### src/rtl/byte_word_assembler.sv
// Packs pairs of bytes (low first) from a valid/ready stream into a held 16-bit word.
// Supports downstream stall, timeout discard of half-received words, and debug counters.
module byte_word_assembler #(
    parameter int TIMEOUT = 15,
    parameter int CNT_W   = 8
) (
    input  logic             i_clk,
    input  logic             i_rst,
    input  logic [7:0]       i_byte,
    input  logic             i_byte_valid,
    output logic             o_byte_ready,
    input  logic             i_hold,
    output logic [15:0]      o_data,
    output logic             o_data_valid,
    output logic [CNT_W-1:0] o_word_count,
    output logic             o_err,
    output logic [CNT_W-1:0] o_err_count
);

    typedef enum logic [0:0] {
        S_LOW  = 1'b0,
        S_HIGH = 1'b1
    } state_t;

    localparam logic [7:0]       TIMEOUT_C = 8'(TIMEOUT);
    localparam logic [CNT_W-1:0] CNT_ONE_C = {{(CNT_W-1){1'b0}}, 1'b1};
    localparam logic [CNT_W-1:0] CNT_MAX_C = {CNT_W{1'b1}};

    state_t           state_r, state_s;
    logic [7:0]       low_r, low_s;
    logic [7:0]       timer_r, timer_s;
    logic [7:0]       timer_inc_s;
    logic [15:0]      data_r, data_s;
    logic             dv_r, dv_s;
    logic             err_r, err_s;
    logic [CNT_W-1:0] wc_r, wc_s;
    logic [CNT_W-1:0] ec_r, ec_s;
    logic             accept_s;

    assign o_byte_ready = ~i_hold;
    assign accept_s     = i_byte_valid & ~i_hold;
    assign timer_inc_s  = timer_r + 8'd1;

    assign o_data       = data_r;
    assign o_data_valid = dv_r;
    assign o_word_count = wc_r;
    assign o_err        = err_r;
    assign o_err_count  = ec_r;

    // Next-state and next-output logic; an accepted high byte takes priority over timeout expiry.
    always_comb begin
        state_s = state_r;
        low_s   = low_r;
        timer_s = timer_r;
        data_s  = data_r;
        dv_s    = 1'b0;
        err_s   = 1'b0;
        wc_s    = wc_r;
        ec_s    = ec_r;
        case (state_r)
            S_LOW: begin
                if (accept_s) begin
                    low_s   = i_byte;
                    timer_s = 8'd0;
                    state_s = S_HIGH;
                end else begin
                    state_s = S_LOW;
                end
            end
            S_HIGH: begin
                if (accept_s) begin
                    data_s  = {i_byte, low_r};
                    dv_s    = 1'b1;
                    wc_s    = wc_r + CNT_ONE_C;
                    state_s = S_LOW;
                end else if (!i_hold) begin
                    if (timer_inc_s == TIMEOUT_C) begin
                        low_s   = 8'd0;
                        err_s   = 1'b1;
                        ec_s    = (ec_r == CNT_MAX_C) ? ec_r : (ec_r + CNT_ONE_C);
                        timer_s = 8'd0;
                        state_s = S_LOW;
                    end else begin
                        timer_s = timer_inc_s;
                    end
                end else begin
                    timer_s = timer_r;
                end
            end
            default: begin
                state_s = S_LOW;
                timer_s = 8'd0;
            end
        endcase
    end

    // State and registered outputs; synchronous reset overrides any acceptance.
    always_ff @(posedge i_clk) begin
        if (i_rst) begin
            state_r <= S_LOW;
            low_r   <= 8'd0;
            timer_r <= 8'd0;
            data_r  <= 16'h0000;
            dv_r    <= 1'b0;
            err_r   <= 1'b0;
            wc_r    <= {CNT_W{1'b0}};
            ec_r    <= {CNT_W{1'b0}};
        end else begin
            state_r <= state_s;
            low_r   <= low_s;
            timer_r <= timer_s;
            data_r  <= data_s;
            dv_r    <= dv_s;
            err_r   <= err_s;
            wc_r    <= wc_s;
            ec_r    <= ec_s;
        end
    end

endmodule
### config.mk
export PLATFORM = sky130hd
export DESIGN_NAME = byte_word_assembler
export DESIGN_NICKNAME = d
export VERILOG_FILES = /design/src/rtl/byte_word_assembler.sv
export SDC_FILE = /design/constraint.sdc
export NUM_CORES = 1
export LEC_CHECK = 0
export BUFFER_PORTS_ARGS = -buffer_cell sky130_fd_sc_hd__buf_2
export CAP_MARGIN = 5
export CORE_MARGIN = 3
export CORE_UTILIZATION = 45
export CTS_CLUSTER_SIZE = 16
export DETAILED_ROUTE_END_ITERATION = 10
export PLACE_DENSITY_LB_ADDON = 0.15
export SYNTH_ARGS = -nofsm -noshare
export SYNTH_HDL_FRONTEND = slang
export SYNTH_SLANG_ARGS = --single-unit
### constraint.sdc
create_clock -name i_clk -period 4.9 [get_ports i_clk]
set_clock_uncertainty 0.1 [all_clocks]
set_input_delay 0.49 -clock i_clk [delete_from_list [all_inputs] [get_ports i_clk]]
set_output_delay 0.49 -clock i_clk [all_outputs]
set_load 0.01 [all_outputs]
Yosys cells after proc, flatten, opt, wreduce, memory -nomap -nowiden
Index checks and enable logic that the tools add are counted.

word-level totals
  flip-flop bits (word level) = 51
  output and inout port bits = 35
  logic and storage cells = 44

operators by class
  add/sub/neg operators = 3
  equal/unequal tests = 6
  muxes and demuxes = 16
  bitwise operators = 5
  reduce and logical (&&, ||, !) cells = 6

operators by type and width
  kind                                                   count
  two-way mux 8 bit                                      8
  case mux 8 bit (2 select lines)                        2
  adder 8 x 1 -> 8 bit, second input constant            3
  equality test 8 x 4 -> 1 bit, second input constant    1
  equality test 8 bit, second input constant             1
  inequality test 2 bit, second input constant           3
  two-way mux 1 bit                                      5
  AND reduction 5 bit                                    1
  inverter 1 bit                                         4
  AND reduction 4 bit                                    1
  OR reduction 4 bit                                     1
  AND reduction 3 bit                                    1
  inequality test 2 x 1 -> 1 bit, second input constant  1
  case mux 1 bit (2 select lines)                        1
  AND reduction 2 bit                                    1
  OR reduction 2 bit                                     1
  bitwise AND 1 bit                                      1

Depth between registers and ports, before layout
  depth after elaboration = 6
  gate-level depth with buffers = 10

Least setup slack after synthesis
Ideal clock, no wire load.

  path kind = input to register
  start = input port i_hold
  end = register low_r[0]
  library setup time = 69 ps
  data arrival time = 2142 ps
  data required time = 4731 ps
  setup slack = 2589 ps
  stages on the path = 8
  path buffers = 1
  cell sequence = buf_2 inv_2 nand2_1 inv_1 ha_1 nor4_1 a21oi_1 o21ai_1

between the ends
  cells in the longest elaborated chain, start to end = 4
  elaborated cells between the ends (all ways) = 6
  those cells by class = eq/ne (3); bitwise (2); reduce/logical (1)

ends and longest elaborated chain
  what                                      line  source
  from (decl)                               12    input logic i_hold,
  inverter 1 bit (no source line) (*)       n/a
  via o_byte_ready                          11    output logic o_byte_ready,
  bitwise AND 1 bit (*)                     41    assign accept_s = i_byte_valid & ~i_hold;
  via accept_s                              38    logic accept_s;
  inequality test 2 bit (no source line)    n/a
  AND reduction 4 bit (no source line) (*)  n/a
  to (signal assigned)                      110   low_r <= low_s;
  to (decl)                                 30    logic [7:0] low_r, low_s;

Mark *: on every way through the listed nets, which the timed path passes. The rest lies on a longest branch.
A chain may end at the register's enable or synchronous reset.

Worst setup path after layout
  start = register timer_r[0]
  end = register ec_r[0] (netlist: o_err_count[0])

between the ends
  cells in the longest elaborated chain, start to end = 3

ends and longest elaborated chain
  what                                  line  source
  from (decl)                           31    logic [7:0] timer_r, timer_s;
  from (signal assigned)                111   timer_r <= timer_s;
  adder 8 x 1 -> 8 bit                  42    assign timer_inc_s = timer_r + 8'd1;
  equality test 8 x 4 -> 1 bit          77    if (timer_inc_s == TIMEOUT_C) begin
  AND reduction 5 bit (no source line)  n/a
  to (signal assigned)                  107   ec_r <= {CNT_W{1'b0}};
  to (signal assigned)                  116   ec_r <= ec_s;
  to (decl)                             37    logic [CNT_W-1:0] ec_r, ec_s;

Every way passes these cells.

==> impl_metrics.ini <==
[timing]
max_freq_ghz = 0.372
fin_crit_ns = 2.69
hold_violations = 0
rsz0062_at_grt = false
slew_headroom_pct = 31.6
tns_ns = 0
layout_setup_ws_ns = 2.21
tightest_slew_ns = 1.02
setup_viol = 0
period_share_pct = 54.9
slew_viol_final = 0

[synthesis]
avgSynthCellArea_um2 = 8.83
ys_seq_elements = 51
yosys.area_share.simple_pct = 28.6
ys_warn_count = 0
synth-compound-area-share_pct = 13.8
syn_inst = 285
syn_area_mm2 = 0.00252
ys_seq_area_share_pct = 40.6
synth_fp_nets = 302
muxShareOfSynthArea_pct = 7.11
synth_top_family_by_area = simple AND/OR/NAND/NOR gates
synthAdderAreaFrac_pct = 2.49
async_flop_share_pct = 0
synthFlopType = dfxtp_1
synth.distinct_cells = 48
synth_xor_area_share_pct = 2.39
synth-edff-count = 0

[run]
drv_cap = 0

[clocking]
path_clk_slew_ns = 0.10
cts_inserted_buffers = 5
clockBufferDepth = 2
clock_sinks = 51
h-tree-depth = 2
clock-root-buffer = clkbuf_8
cts_hold_buf = 0
clkLatencyLatePin_ns = 0.31
cts_tree = built
ctsResizeCount = 0
cts_setup_buffers = 0

[pwr]
power.share.switching_pct = 23.3
clkPwrFrac_pct = 38.6
p_switching_w = 0.000180
p_total_w = 0.000772
p_leak_nw = 1.16
p_seq_share_pct = 55.2
ir_worst_vdd_mv = 0.129
p_per_area_mw_per_mm2 = 269
p_int_w = 0.000592
power.share.combinational_pct = 6.2

[floorplan]
num_io_pins = 47
placementRows = 26
die_w_um = 80.8
start_util_pct = 47.8
core_area_mm2 = 0.00527
dieArea_mm2 = 0.00653
die_h_um = 80.8

[detailed_routing]
first_pass_iters = 5
viasPerCell = 5.34
routedWlPerCell_um = 13.2
drtAntennaViolNets = 0
vias = 2102
wl_mm = 5.18
drt_iter0_markers = 109
drc = 0

[placement]
preCtsSetupSlack_ns = 2.20
dp_hpwl_mm = 3.48
placed_area_mm2 = 0.00276
gp_congestion = 0.840
portBuffers = 46

[global_routing]
grt_max_degree = 44
antenna_found_initial = 0
gr-usage-all-layers_pct = 17.4
grt_overflow = 0
grt_pass1_wl_mm = 9.06
grt_pass1_vias = 1967

[critical_path]
r2r_slack_ns = 2.21
arrival_ns = 2.79
crit_path_start_kind = register
cp_max_fo = 15
worstPathRequired_ns = 5.00
worstSetupPathType = register to register
end_kind = register

[status]
status = complete, no violations

[finish]
area_growth_pct = 13.9
utilization_pct = 54.4
drive_above_1_share_pct = 21.3
n_antenna_cell = 0
nNetsFinal = 340
stdcell_area_mm2 = 0.00287

[hold_path]
hp-class = input pin to register
layout make-up:
type                       count  area (um^2)
inverter                       7         26.3
timing repair buffer          49          253
fill                         520         2400
clock inverter                 2         38.8
sequential                    51         1020
tap                           70         87.6
multi-input combinational    209         1370
clock buffer                   6         72.6
sequential cells by signal (all words and copies together) (netlist names):
name / count
o_err: 1
state_r: 1
o_word_count: 8
o_data: 16
o_data_valid: 1
low_r: 8
o_err_count: 8
timer_r: 8
cell usage after synthesis (2+ instances only):
| cell | instances | share of area (%) |
|---|---|---|
| dfxtp_1 | 51 | 41 |
| nor2_1 | 37 | 5.5 |
| a21oi_1 | 24 | 4.8 |
| nand2_1 | 22 | 3.3 |
| mux2i_1 | 10 | 4.0 |
| nand2b_1 | 10 | 2.5 |
| clkbuf_1 | 9 | 1.3 |
| o21ai_1 | 8 | 1.6 |
| mux2_1 | 7 | 3.1 |
| nand3_1 | 7 | 1.4 |
| nand4_1 | 7 | 1.7 |
| nor2b_1 | 7 | 1.7 |
| or3b_1 | 7 | 2.4 |
| and3_1 | 6 | 1.5 |
| inv_1 | 6 | 0.89 |
| ha_1 | 5 | 2.5 |
| nor3_1 | 5 | 0.99 |
| buf_6 | 4 | 1.8 |
| nor4_1 | 4 | 0.99 |
| xor2_1 | 4 | 1.4 |
| a21o_1 | 3 | 0.89 |
| and4_1 | 3 | 1.0 |
| buf_2 | 3 | 0.60 |
| nor4_4 | 3 | 2.5 |
| o2111ai_1 | 3 | 1.0 |
| o211ai_1 | 3 | 0.89 |
| o21ai_0 | 3 | 0.60 |
| a31oi_1 | 2 | 0.50 |
| buf_1 | 2 | 0.30 |
| or3_1 | 2 | 0.50 |
through the flow:
| stage | std cells | hold slack, ns |
|---|---|---|
| floorplan | 285 | 0.350 |
| global placement | 386 | 0.356 |
| detailed placement | 386 | 0.357 |
| CTS | 394 | 0.306 |
| global route | 394 | 0.312 |
| finish | 394 | 0.312 |
power groups by stage:
stage	combinational (W)	clock (W)	sequential [W]
after floorplan	0.0000343	0	0.000433
after global placement	0.0000482	0	0.000435
after detailed placement	0.0000484	0	0.000436
after CTS	0.0000486	0.000305	0.000426
after global routing	0.0000541	0.000324	0.000427
final	0.0000478	0.000298	0.000426
final timing paths:
path,start,to,cells after the start
worst min-delay path,i_byte[5],low_r[5],3
worst max-delay path,timer_r[0],o_err_count[0],6
worst max register to register,timer_r[0],o_err_count[0],6
worst min register to register,o_data[3],o_data[3],2
logic make-up after synthesis:
group	Yosys count
DFF	51
xor gates and xnor gates	6
and+or+nand+nor	126
muxes	17
AOI/OAI and AO/OA	55
buffers and inverters	25
adders and majority gates	5
layout by cell type (no fill, tap or decap), types with 2 or more instances in the layout:
cell type	n
dfxtp_1	51
buf_2	46
nor2_1	37
a21oi_1	24
nand2_1	22
mux2i_1	10
nand2b_1	10
o21ai_1	8
nand4_1	7
nand3_1	7
or3b_1	7
nor2b_1	7
mux2_1	7
inv_1	6
and3_1	6
nor3_1	5
ha_1	5
clkbuf_8	5
nor4_1	4
xor2_1	4
o21ai_0	3
o211ai_1	3
and4_1	3
nor4_4	3
a21o_1	3
o2111ai_1	3
buf_4	3
or3_1	2
a31oi_1	2
worst max-delay path, cell delays in order, from the launching register on:
cell and delay (ns):
dfxtp_1 0.41, ha_1 0.33, nand3_1 0.16, nor4b_1 0.30, o221ai_2 0.43, nor4b_2 0.48, mux2_1 0.36
per-layer routing:
layer,up-vias,wire length [um],GRT usage (%)
li1,1080,-,-
met1,975,2590,23.1
met2,40,2320,27.7
met3,7,191,3.66
met4,0,78,6.42
met5,-,0,0
(Power assumes the default switching activity.)
